`src/rtl/imem_loader.sv`:
```
// imem_loader: packs a UART byte stream into big-endian 32-bit words and
// writes them to instruction memory at sequential word-aligned addresses,
// stopping on a halt word or when the last memory slot has been written.
module imem_loader #(
   parameter int          DEPTH_WORDS = 256,
   parameter logic [31:0] HALT_WORD   = 32'hFFFF_FFFF
) (
   input  logic        Clock,
   input  logic        Reset,
   input  logic        Start,
   input  logic [7:0]  RxData,
   input  logic        RxValid,
   output logic        WrEn,
   output logic [31:0] WrAddr,
   output logic [31:0] WrData,
   output logic [31:0] WordCount,
   output logic        Busy,
   output logic        Done,
   output logic        Overflow
);

   // Byte address of the final memory slot; a non-halt word written here ends the load.
   localparam logic [31:0] LAST_ADDR = 32'((DEPTH_WORDS - 1) * 4);

   typedef enum logic [1:0] {
      S_IDLE  = 2'd0,
      S_LOAD  = 2'd1,
      S_DONE  = 2'd2,
      S_ERROR = 2'd3
   } state_t;

   state_t      state_q, state_d;
   logic [1:0]  idx_q, idx_d;     // bytes already packed into the current word
   logic [31:0] asm_q, asm_d;     // word assembly shift register
   logic [31:0] addr_q, addr_d;   // byte address of the next write
   logic [31:0] count_q, count_d; // words written since Start
   logic        pend_q, pend_d;   // completed word waiting for its write cycle

   // State and datapath registers, cleared asynchronously by Reset.
   always_ff @(posedge Clock or posedge Reset) begin
      if (Reset) begin
         state_q <= S_IDLE;
         idx_q   <= 2'd0;
         asm_q   <= 32'd0;
         addr_q  <= 32'd0;
         count_q <= 32'd0;
         pend_q  <= 1'b0;
      end else begin
         state_q <= state_d;
         idx_q   <= idx_d;
         asm_q   <= asm_d;
         addr_q  <= addr_d;
         count_q <= count_d;
         pend_q  <= pend_d;
      end
   end

   // Next-state logic: Start restarts everything; otherwise retire a pending
   // write and pack any byte received while loading.
   always_comb begin
      state_d = state_q;
      idx_d   = idx_q;
      asm_d   = asm_q;
      addr_d  = addr_q;
      count_d = count_q;
      pend_d  = pend_q;

      if (Start) begin
         // Start beats a coincident RxValid: the byte is dropped.
         state_d = S_LOAD;
         idx_d   = 2'd0;
         asm_d   = 32'd0;
         addr_d  = 32'd0;
         count_d = 32'd0;
         pend_d  = 1'b0;
      end else begin
         if (pend_q) begin
            // Write cycle: advance the address/count and judge the written word.
            pend_d  = 1'b0;
            addr_d  = addr_q + 32'd4;
            count_d = count_q + 32'd1;
            if (asm_q == HALT_WORD) begin
               state_d = S_DONE;
            end else if (addr_q == LAST_ADDR) begin
               state_d = S_ERROR;
            end else begin
               state_d = state_q;
            end
         end else begin
            pend_d = 1'b0;
         end

         // A byte in the write cycle starts the next word; asm_q still holds
         // the completed word for WrData until this edge.
         if ((state_q == S_LOAD) && RxValid) begin
            asm_d = {asm_q[23:0], RxData};
            idx_d = idx_q + 2'd1;
            if (idx_q == 2'd3) begin
               pend_d = 1'b1;
            end else begin
               pend_d = pend_d;
            end
         end else begin
            asm_d = asm_q;
         end
      end
   end

   // Outputs come straight from registers so they are glitch-free.
   assign WrEn      = pend_q;
   assign WrAddr    = addr_q;
   assign WrData    = asm_q;
   assign WordCount = count_q;
   assign Busy      = (state_q == S_LOAD);
   assign Done      = (state_q == S_DONE);
   assign Overflow  = (state_q == S_ERROR);

endmodule

```
`config.mk`:
```
export PLATFORM = sky130hd
export DESIGN_NAME = imem_loader
export DESIGN_NICKNAME = d
export VERILOG_FILES = /design/src/rtl/imem_loader.sv
export SDC_FILE = /design/constraint.sdc
export NUM_CORES = 1
export LEC_CHECK = 0
export ABC_CLOCK_PERIOD_IN_PS = 3850
export CORE_UTILIZATION = 50
export CTS_CLUSTER_DIAMETER = 30
export DETAILED_ROUTE_END_ITERATION = 16
export PLACE_DENSITY = 0.8
export SKIP_LAST_GASP = 1
export SYNTH_ARGS = -nofsm -noshare
export SYNTH_HDL_FRONTEND = slang
export SYNTH_SLANG_ARGS = --single-unit
```
`constraint.sdc`:
```
create_clock -name Clock -period 3.85 [get_ports Clock]
set_input_delay 0.77 -clock Clock [delete_from_list [all_inputs] [get_ports Clock]]
set_output_delay 0.77 -clock Clock [all_outputs]
set_load 0.02 [all_outputs]
```
==> results of run 1 <==
## synth_stat cells
library cell,n,area share (%)
dfrtp_1,99,51
nand2_1,88,6.9
a21oi_1,67,7.0
nor2_1,35,2.7
or4_1,24,3.7
clkbuf_1,23,1.8
o31ai_1,23,3.6
nand4_1,21,2.7
nand3_1,18,1.9
or3_1,15,1.9
inv_1,12,0.93
xnor2_1,12,2.2
nor4_1,11,1.4
o21ai_0,11,1.1
xor2_1,11,2.0
and4_1,6,1.1
buf_4,5,0.78
nor2b_1,5,0.65
and2_1,3,0.39
and3_1,3,0.39
buf_2,3,0.31
ha_1,3,0.78
mux2_2,3,0.70
nor3_1,3,0.31
buf_1,2,0.16
mux2i_1,2,0.42
nor3b_1,2,0.31
a21o_1,1,0.16
a31o_2,1,0.18
a31oi_1,1,0.13
and2_0,1,0.13
conb_1,1,0.078
mux2_1,1,0.23
nand2b_1,1,0.13
nor4_2,1,0.26
o2111a_1,1,0.23
o2111ai_4,1,0.55
o211a_1,1,0.21
o211ai_1,1,0.16
## power breakdown
part           total, mW  switching [mW]  internal, mW
Clock              0.702           0.378         0.324
Sequential          1.06          0.0119          1.05
Combinational      0.112          0.0750        0.0366
## registers in the layout (all words and copies together), names as in the netlist
signal     count
WordCount     32
WrAddr        30
WrData        32
WrEn           1
idx_q          2
state_q        2
## per-stage QoR
| stage | hold WS (ps) | setup WS (ps) |
|---|---|---|
| 2_1_floorplan | 506.1 | 489.6 |
| 5_1_grt | 574.8 | 1044 |
| 3_3_place_gp | 514.7 | 970.5 |
| 6_report | 541.1 | 1220 |
| 4_1_cts | 550.4 | 1216 |
| 3_5_place_dp | 535.8 | 880.8 |
## final cells by class
cell class | count | area share, %
flip-flops and latches | 99 | 40.16
multi-input cells | 379 | 34.93
repair buffers | 113 | 18.13
well taps | 129 | 2.617
clock buffers | 10 | 2.231
clock inverters | 6 | 1.156
inverters | 12 | 0.7708
## per-layer routing
layer  up-vias  global-route usage (%)  routed length (um)
li1       2036                       -                   -
met1      2125                   31.95                5125
met2       135                   38.78                5745
met3        16                   4.457                 674
met4         0                   7.023                 129
met5         -                       0                   0
## worst min-delay path, delay by kind of cell, from the launching register on
kind             cells  cell delay, ps
flip-flops           1             390
AND/OR/NAND/NOR      1              60
AO/OA/AOI/OAI        1              60
## cells by family after synthesis
family / after synthesis / share of synthesized area, %
AND/OR/NAND/NOR: 237 / 24.95
AO/OA/AOI/OAI: 108 / 13.29
adder cells (fa/ha/maj): 3 / 0.7789
flip-flops: 99 / 51.40
other: 1 / 0.07781
multiplexers: 6 / 1.350
buffers and inverters: 45 / 3.972
XOR/XNOR: 23 / 4.180
## path summary, 6_finish.rpt
kind | startpoint | endpoint | slack [ps] | cells past startpoint
setup reg to reg | WrAddr[10] | WrAddr[31] | 1280 | 4
setup / recovery | Start | WrAddr[28] | 1220 | 5
hold / removal | idx_q[1] | idx_q[1] | 540 | 2
hold reg to reg | idx_q[1] | idx_q[1] | 540 | 2
max in group asynchronous | Reset | WordCount[0] | 2220 | 3
min in group asynchronous | Reset | WrData[19] | 830 | 2
==> impl_results.md, run 1 <==
* Peak VDD IR at 0.0001567 V
* Synth cell types at 39
* DR pass1 iterations at 4
* Row count at 35
* CTS Hold Buffers Added at 0
* Die area at 10040 um2
* Inserted Diodes at 0
* Reg clk slew, reported paths at 100 ps
* Crit start category: input port
* Register area at 2477 um2
* GPL Wtd Cong at 0.7542
* Fillers at 767
* First-pass GRT wire length at 18950 um
* Unrepaired setup endpoints after global routing: false
* Pleak at 2.357 nW
* Post-CTS sizing at 0
* Pwr dens at 304.1 nW/um2
* DR iter-0 viols at 185
* Required time worst endpoint at 4140 ps
* Endpoints failing hold at 0
* Tmin final at 2630 ps
* Mean area per synthesized cell at 9.233 um2
* WL final at 11680 um
* Initial antenna violation count at 0
* Ports at 112
* Total power at 1.876 mW
* TritonCTS Buffers at 9
* Layout Nets at 629
* Worst-path cell chain: buf_4, o211ai_1, or3_1, or4_1, a21oi_1
* Clk buf depth at 2
* Fin util at 66.44%
* Detail Route Antenna Nets at 0
* Initial Util at 51.91%
* TNS Setup at 0 ps
* Commonest non-fill, non-tap cell in the layout: clkdlybuf4s50_1
* Synth Register Bits at 99
* Avg WL per Cell at 15.61 um
* Clock latency at the later pin of the worst-skew pair at 370 ps
* Sequential element share of the synthesized area at 51.40%
* Worst Tran Pin Value at 1095 ps
* Dpl cell area at 5959 um2
* Share of cells above drive strength 1 at 4.523%
* Final count of negative-setup-slack endpoints at 0
* Number of global-route vias before repair at 3914
* Crit-path leading delay family: simple AND/OR/NAND/NOR gates
* Post-CTS Setup Inserts at 0
* GRT Total Usage at 23.59%
* CP Capture Type: register
* Clock Root Buffer: clkbuf_8
* Fin. max-slew vios at 0
* Largest stage delay, worst path at 600 ps
* Remaining global-route overflow at 0
* Core Box Area at 9284 um2
* Die width at 100.2 um
* # DRC at 0
* YS warnings at 0
* Via count at 4312
* F_max at 380.2 MHz
* H-tree depth at 3
* Slew headroom at 26.80%
* Slowest CP cell: or3_1
* Status: finished clean
* IO buf count at 109
* Max cap viols at 0
* Final period util at 68.32%
* Instance count of the mapped netlist at 522
* Vias per cell at 5.765
* Layout Cells excl Fill at 748
* Largest net degree at the start of global routing at 57
* CTS tree: yes
* Worst Hold Class: register to register
* Setup Crit Path Kind: input port to register
* Setup Skew at 15.47 ps
* Die height at 100.2 um
* Netlist Area Pre-Place at 4820 um2
* Placed Cells at 732
* CP max FO at 56
* Area of the multi-input gates at 2155 um2
* WP data arrival at 2920 ps
* P&R area growth vs syn at 27.99%
* Cell area after layout at 6168 um2
* Dpl hpwl at 7853 um
* Most frequent cells in the layout: clkdlybuf4s50_1, dfrtp_1, nand2_1
* WP buf/inv at 1
* Clk sink count at 99
Note: power is estimated with default switching activity, not from simulation.
==> run 2, diff against run 1 <==
--- a/config.mk
+++ b/config.mk
@@ -5,11 +5,11 @@
 export SDC_FILE = /design/constraint.sdc
 export NUM_CORES = 1
 export LEC_CHECK = 0
-export ABC_CLOCK_PERIOD_IN_PS = 3850
-export CORE_UTILIZATION = 50
+export ABC_CLOCK_PERIOD_IN_PS = 2160
+export CORE_UTILIZATION = 45
 export CTS_CLUSTER_DIAMETER = 30
 export DETAILED_ROUTE_END_ITERATION = 16
-export PLACE_DENSITY = 0.8
+export PLACE_DENSITY = 0.76
 export SKIP_LAST_GASP = 1
 export SYNTH_ARGS = -nofsm -noshare
 export SYNTH_HDL_FRONTEND = slang
==> constraint.sdc (replaced) <==
create_clock -name Clock -period 2.16 [get_ports Clock]
set_input_delay 0.432 -clock Clock [delete_from_list [all_inputs] [get_ports Clock]]
set_output_delay 0.432 -clock Clock [all_outputs]
set_load 0.02 [all_outputs]
==> run 2 against run 1 <==
Against the previous run:
- die area grew 11%
- global-route usage shrank 1.3 points
- clock skew shrank 7.3 ps
- clock-buffer cell count grew 1
- core utilization shrank 4.5 points
- largest cell class unchanged
==> impl_results.md, run 2 (synthesis gave the netlist of run 1 again) <==
* Worst-path cell chain: buf_4, clkdlybuf4s50_1 (was buf_4, o211ai_1, or3_1, or4_1, a21oi_1)
* TritonCTS Buffers at 9 (unchanged)
* Dpl cell area at 6256 um2 (was 5959 um2)
* Ports at 112 (unchanged)
* Most frequent cells in the layout: clkdlybuf4s50_1, dfrtp_1, nand2_1 (unchanged)
* Pleak at 2.502 nW (was 2.357 nW)
* Vias per cell at 5.598 (was 5.765)
* H-tree depth at 3 (unchanged)
* Core Box Area at 10370 um2 (was 9284 um2)
* Crit-path leading delay family: buffers and inverters (was simple AND/OR/NAND/NOR gates)
* Inserted Diodes at 0 (unchanged)
* Die area at 11130 um2 (was 10040 um2)
* Unrepaired setup endpoints after global routing: false (unchanged)
* First-pass GRT wire length at 20110 um (was 18950 um)
* Largest net degree at the start of global routing at 81 (was 57)
* Detail Route Antenna Nets at 0 (unchanged)
* Setup Crit Path Kind: register to output pin (was input port to register)
* Crit start category: register (was input port)
* Register area at 2480 um2 (was 2477 um2)
* DR iter-0 viols at 178 (was 185)
* Die height at 105.5 um (was 100.2 um)
* WP buf/inv at 2 (was 1)
* Peak VDD IR at 0.0002745 V (was 0.0001567 V)
* Status: finished clean (unchanged)
* Setup Skew at 8.129 ps (was 15.47 ps)
* Max cap viols at 0 (unchanged)
* Worst Tran Pin Value at 816.8 ps (was 1095 ps)
* Reg clk slew, reported paths at 90 ps (was 100 ps)
* TNS Setup at 0 ps (unchanged)
* WP data arrival at 1590 ps (was 2920 ps)
* Number of global-route vias before repair at 4211 (was 3914)
* Final count of negative-setup-slack endpoints at 0 (unchanged)
* Slew headroom at 45.55% (was 26.80%)
* CTS tree: yes (unchanged)
* Fin. max-slew vios at 0 (unchanged)
* CP max FO at 7 (was 56)
* GRT Total Usage at 22.26% (was 23.59%)
* Remaining global-route overflow at 0 (unchanged)
* Tmin final at 2017 ps
* Layout Nets at 662 (was 629)
* Die width at 105.5 um (was 100.2 um)
* Via count at 4406 (was 4312)
* Largest stage delay, worst path at 590 ps (was 600 ps)
* Clock Root Buffer: clkbuf_8 (unchanged)
* Initial Util at 46.48% (was 51.91%)
* Dpl hpwl at 8471 um (was 7853 um)
* Final period util at 93.39%
* Required time worst endpoint at 1730 ps (was 4140 ps)
* Pwr dens at 490.0 nW/um2 (was 304.1 nW/um2)
* Slowest CP cell: clkdlybuf4s50_1 (was or3_1)
* Post-CTS Setup Inserts at 0 (unchanged)
* Fillers at 920 (was 767)
* P&R area growth vs syn at 33.23% (was 27.99%)
* CP Capture Type: output pin (was register)
* F_max at 495.7 MHz
* Cell area after layout at 6421 um2 (was 6168 um2)
* Clock latency at the later pin of the worst-skew pair at 360 ps (was 370 ps)
* Total power at 3.146 mW (was 1.876 mW)
* Avg WL per Cell at 15.25 um (was 15.61 um)
* Commonest non-fill, non-tap cell in the layout: clkdlybuf4s50_1 (unchanged)
* # DRC at 0 (unchanged)
* DR pass1 iterations at 4 (unchanged)
* WL final at 12010 um (was 11680 um)
* Worst Hold Class: input port to register (was register to register)
* Area of the multi-input gates at 2158 um2 (was 2155 um2)
* Row count at 37 (was 35)
* GPL Wtd Cong at 0.8053 (was 0.7542)
* Share of cells above drive strength 1 at 9.370% (was 4.523%)
* Initial antenna violation count at 0 (unchanged)
* Clk buf depth at 2 (unchanged)
* Endpoints failing hold at 0 (unchanged)
* IO buf count at 109 (unchanged)
* Clk sink count at 99 (unchanged)
==> run 2: area by class of cell <==
type	instances	share of cell area, %
flip-flops and latches	99	38.62
clock buffers	11	2.046
multi-input cells	379	33.61
clock inverters	4	0.4482
inverters	12	0.7599
repair buffers	146	21.86
well taps	136	2.650
==> run 2: stage by stage <==
stage / util, % / worst slack [ps] / hold WS [ps] / instances
after global routing: 61.92 / 42.56 / 318.1 / 787
after CTS: 61.87 / 28.96 / 311.6 / 787
after floorplan: - / 13.14 / 506.1 / 523
final: 61.92 / 142.7 / 328.1 / 787
after global placement: 60.33 / 168.1 / 515.5 / 772
after detailed placement: 60.33 / 115.6 / 528.6 / 772
==> run 2: worst register-to-register path: cells and delay by family (launching register included) <==
kind,cells,cell delay [ps]
flops,1,430
simple gates,3,1330
compound gates,1,160
==> run 2: where the power goes <==
part / internal (mW) / switching, mW
Clock: 0.414 / 0.627
Combinational: 0.0760 / 0.138
Sequential: 1.87 / 0.0205
==> run 2: repair_timing <==
action,4_1_cts,5_1_grt
resized for setup,0,2
setup endpoints to repair,0,6
hold endpoints to repair,0,0
hold buffers,0,0
==> run 2: path summary, 6_finish.rpt <==
| kind | cells past startpoint | end | slack [ps] | startpoint |
|---|---|---|---|---|
| setup / recovery | 2 | WrEn | 140 | WrEn |
| hold / removal | 2 | WordCount[3] | 330 | Start |
| setup reg to reg | 4 | WrAddr[26] | 160 | WrAddr[6] |
| hold reg to reg | 2 | WrData[25] | 540 | WrData[25] |
| max in group asynchronous | 3 | WrEn | 1130 | Reset |
| min in group asynchronous | 2 | WrAddr[9] | 440 | Reset |
==> run 2: layer usage <==
metal  global-route usage, %  vias to the layer above  share of wire (%)  wire [um]
met5                       0                        -                  0          0
met4                   8.036                        0                1.8        216
met3                   3.649                       16                5.6        672
met2                   35.67                      151                 48       5769
met1                   30.58                     2125                 45       5346
li1                        -                     2114                  -          -
==> run 3, diff against run 2 <==
--- a/config.mk
+++ b/config.mk
@@ -5,11 +5,12 @@
 export SDC_FILE = /design/constraint.sdc
 export NUM_CORES = 1
 export LEC_CHECK = 0
+export ABC_AREA = 1
 export ABC_CLOCK_PERIOD_IN_PS = 2160
-export CORE_UTILIZATION = 45
+export CORE_UTILIZATION = 47
 export CTS_CLUSTER_DIAMETER = 30
 export DETAILED_ROUTE_END_ITERATION = 16
-export PLACE_DENSITY = 0.76
+export PLACE_DENSITY = 0.77
 export SKIP_LAST_GASP = 1
 export SYNTH_ARGS = -nofsm -noshare
 export SYNTH_HDL_FRONTEND = slang
==> run 3 against run 2 <==
Against the previous run:
- critical path depth fell by 1
- first-iteration DRC count rose by 130%
- setup slack got worse by 11 ps
- non-clock buffer count fell by 25
- synthesized area rose by 13%
- clock skew fell by 1.2 ps
- flip-flop and latch count did not move
- power rose by 24%
- sequential power rose by 2%
- sequential share of layout area fell by 3.2 points
- clock-buffer cell count did not move
- cell count rose by 24%
- largest cell class is now multi-input combinational cells
- largest power group unchanged
- highest routed layer unchanged
==> impl_results.md, run 3 <==
* Die area at 11980 um2 (was 11130 um2)
* Detail Route Antenna Nets at 0 (unchanged)
* TNS Setup at 0 ps (unchanged)
* YS warnings at 0 (unchanged)
* Placed Cells at 965 (was 772)
* Reg2reg setup slack at 440 ps (was 160 ps)
* Post-CTS sizing at 0 (unchanged)
* Hold_ws at 477.3 ps (was 328.1 ps)
* Number of global-route vias before repair at 4805 (was 4211)
* Ranking of synthesized cells by area: dfrtp_1, nand2_1, nor2_1, nand3_1, inv_1 (was dfrtp_1, a21oi_1, nand2_1, or4_1, o31ai_1)
* Ports at 112 (unchanged)
* Mean area per synthesized cell at 7.495 um2 (was 9.233 um2)
* CP Depth at 1 (was 2)
* Clock latency at the later pin of the worst-skew pair at 350 ps (was 360 ps)
* Setup Crit Path Kind: register to output pin (unchanged)
* Initial Util at 49.19% (was 46.48%)
* TritonCTS Buffers at 9 (unchanged)
* CP startpoint: WrEn (unchanged)
* Clk sink count at 99 (unchanged)
* Most frequent cells in the layout: nand2_1, nor2_1, clkdlybuf4s50_1 (was clkdlybuf4s50_1, dfrtp_1, nand2_1)
* FF-to-FF Start: WrEn (was WrAddr[6])
* Die height at 109.5 um (was 105.5 um)
* Post-CTS Setup Inserts at 0 (unchanged)
* Vias per cell at 5.347 (was 5.598)
* Share of cells above drive strength 1 at 8.820% (was 9.370%)
* Top cell type's share of synthesized area at 45.65% (was 51.40%)
* Pwr dens at 558.6 nW/um2 (was 490.0 nW/um2)
* Worst reg2reg endpoint: WrAddr[19] (was WrAddr[26])
* WP data arrival at 1600 ps (was 1590 ps)
* Instance count of the mapped netlist at 724 (was 522)
* Final worst setup slack at 132.2 ps (was 142.7 ps)
* Most instantiated library cell after synthesis: nand2_1 (was dfrtp_1)
* Peak VDD IR at 0.0003919 V (was 0.0002745 V)
* Sequential element share of the synthesized area at 45.65% (was 51.40%)
* Reg clk slew, reported paths at 60 ps (was 90 ps)
* Synth area leader: dfrtp_1 (unchanged)
* Initial antenna violation count at 0 (unchanged)
* Fillers at 970 (was 920)
* H-tree depth at 3 (unchanged)
* Dpl hpwl at 10400 um (was 8471 um)
* Clock Root Buffer: clkbuf_16 (was clkbuf_8)
* WP buf/inv at 1 (was 2)
* Netlist Area Pre-Place at 5426 um2 (was 4820 um2)
* F_max at 493.1 MHz (was 495.7 MHz)
* Slowest CP cell: clkdlybuf4s50_1 (unchanged)
* Worst R2R Path Depth at 10 (was 4)
* Worst Tran Pin Value at 539.9 ps (was 816.8 ps)
* Setup Skew at 6.891 ps (was 8.129 ps)
* Layout Nets at 851 (was 662)
* Row count at 38 (was 37)
* DR iter-0 viols at 409 (was 178)
* First-pass GRT wire length at 23990 um (was 20110 um)
* Synth cell types at 39 (unchanged)
* Commonest non-fill, non-tap cell in the layout: nand2_1 (was clkdlybuf4s50_1)
* IO buf count at 109 (unchanged)
* Inserted Diodes at 0 (unchanged)
* Tmin final at 2028 ps (was 2017 ps)
* GPL Wtd Cong at 0.9239 (was 0.8053)
* CTS tree: yes (unchanged)
* Worst Hold Class: register to register (was input port to register)
* CP max FO at 9 (was 7)
* Crit-path leading delay family: buffers and inverters (unchanged)
* Max cap viols at 0 (unchanged)
* Die width at 109.5 um (was 105.5 um)
* Place WS at 12.71 ps (was 115.6 ps)
* Endpoints failing hold at 0 (unchanged)
* Post-synth ARST share at 100.0% (unchanged)
* Unrepaired setup endpoints after global routing: false (unchanged)
* Crit start category: register (unchanged)
* Layout Cells excl Fill at 979 (was 787)
* Largest net degree at the start of global routing at 100 (was 81)
* Avg WL per Cell at 14.86 um (was 15.25 um)
* Worst-path cell chain: clkdlybuf4s50_1 (was buf_4, clkdlybuf4s50_1)
* Status: finished clean (unchanged)
* WL final at 14550 um (was 12010 um)
* Required time worst endpoint at 1730 ps (about the same)
* Final count of negative-setup-slack endpoints at 0 (unchanged)
* Final period util at 93.88% (was 93.39%)
* Remaining global-route overflow at 0 (unchanged)
* Top_reg_cell synth: dfrtp_1 (unchanged)
* # DRC at 0 (unchanged)
* Core Box Area at 11030 um2 (was 10370 um2)
* Largest stage delay, worst path at 710 ps (was 590 ps)
* Via count at 5235 (was 4406)
* GRT Total Usage at 25.76% (was 22.26%)
* Number of synthesized flops with an enable pin at 0 (unchanged)
* Pleak at 3.028 nW (was 2.502 nW)
* P&R area growth vs syn at 28.78% (was 33.23%)
* Synth Register Bits at 99 (unchanged)
* CTS Hold Buffers Added at 0 (unchanged)
* CP endpoint: WrEn (unchanged)
* Fin. max-slew vios at 0 (unchanged)
* CP Capture Type: output pin (unchanged)
* Clk buf depth at 2 (unchanged)
* Slew headroom at 64.01% (was 45.55%)
* Top cells by count, synth: nand2_1, nor2_1, dfrtp_1 (was dfrtp_1, nand2_1, a21oi_1)
* DR pass1 iterations at 6 (was 4)
[run 3: changes by cell type in the layout (fill, tap and decap cells not counted), moves of 12 or more]
cell,change
nand3_1,+34
xnor2_1,-12
nor2_1,+82
nand2_1,+104
o31ai_1,-17
inv_1,+48
o21ai_0,+27
buf_4,-25
or3_1,-15
a21oi_1,-27
or4_1,-23
[run 3: worst min-delay path by stage]
stage / startpoint / to / depth (start not counted)
after floorplan: idx_q[1] / idx_q[1] / 2
after global placement: idx_q[0] / idx_q[0] / 1
after detailed placement: idx_q[1] / idx_q[1] / 2
after CTS: idx_q[1] / idx_q[1] / 2
after global routing: idx_q[1] / idx_q[1] / 2
final: idx_q[1] / idx_q[1] / 2
[run 3: cell families (layout without fill, tap and decap cells)]
| logic type | count (synthesis) | in the layout | share of synthesized area [%] |
|---|---|---|---|
| compound gates | 95 | 95 | 9.407 |
| fa+ha+maj | 3 | 3 | 0.6918 |
| buf+inv | 92 | 206 | 7.263 |
| flops | 99 | 99 | 45.65 |
| other cells | 1 | 2 | 0.06911 |
| simple gates | 434 | 434 | 36.92 |
[run 3: power by group]
| part | leakage [nW] | switching [mW] | internal, mW | total [mW] |
|---|---|---|---|---|
| clock network | 0.145 | 0.672 | 1.00 | 1.67 |
| registers | 1.37 | 0.0421 | 1.89 | 1.93 |
| logic | 1.51 | 0.188 | 0.110 | 0.298 |
| total | 3.03 | 0.902 | 3.00 | 3.90 |
[run 3: area by class of cell]
class / count / area, um2 / area share, %
Clock buffer: 11 / 232.7 / 3.330
Clock inverter: 3 / 65.06 / 0.9311
Inverter: 71 / 272.8 / 3.903
Multi-Input combinational cell: 534 / 2559 / 36.62
Sequential cell: 99 / 2477 / 35.45
Tap cell: 140 / 175.2 / 2.507
Timing Repair Buffer: 121 / 1206 / 17.26
[run 3: metrics by stage]
step                total power [mW]  instance area (um2)  utilization, %
floorplan                      2.141                 5434               -
detailed placement             2.266                 6690           60.65
finish                         3.903                 6988           63.35
global placement               2.260                 6690           60.65
CTS                            3.927                 6988           63.35
global route                   4.031                 6988           63.35
[run 3: per-layer routing]
layer / GRT usage, % / up-vias / part of all wire, %
li1: - / 2556 / -
met1: 36.36 / 2449 / 45
met3: 3.320 / 15 / 6.5
met5: 0 / - / 0
met2: 41.42 / 215 / 47
met4: 7.714 / 0 / 1.3
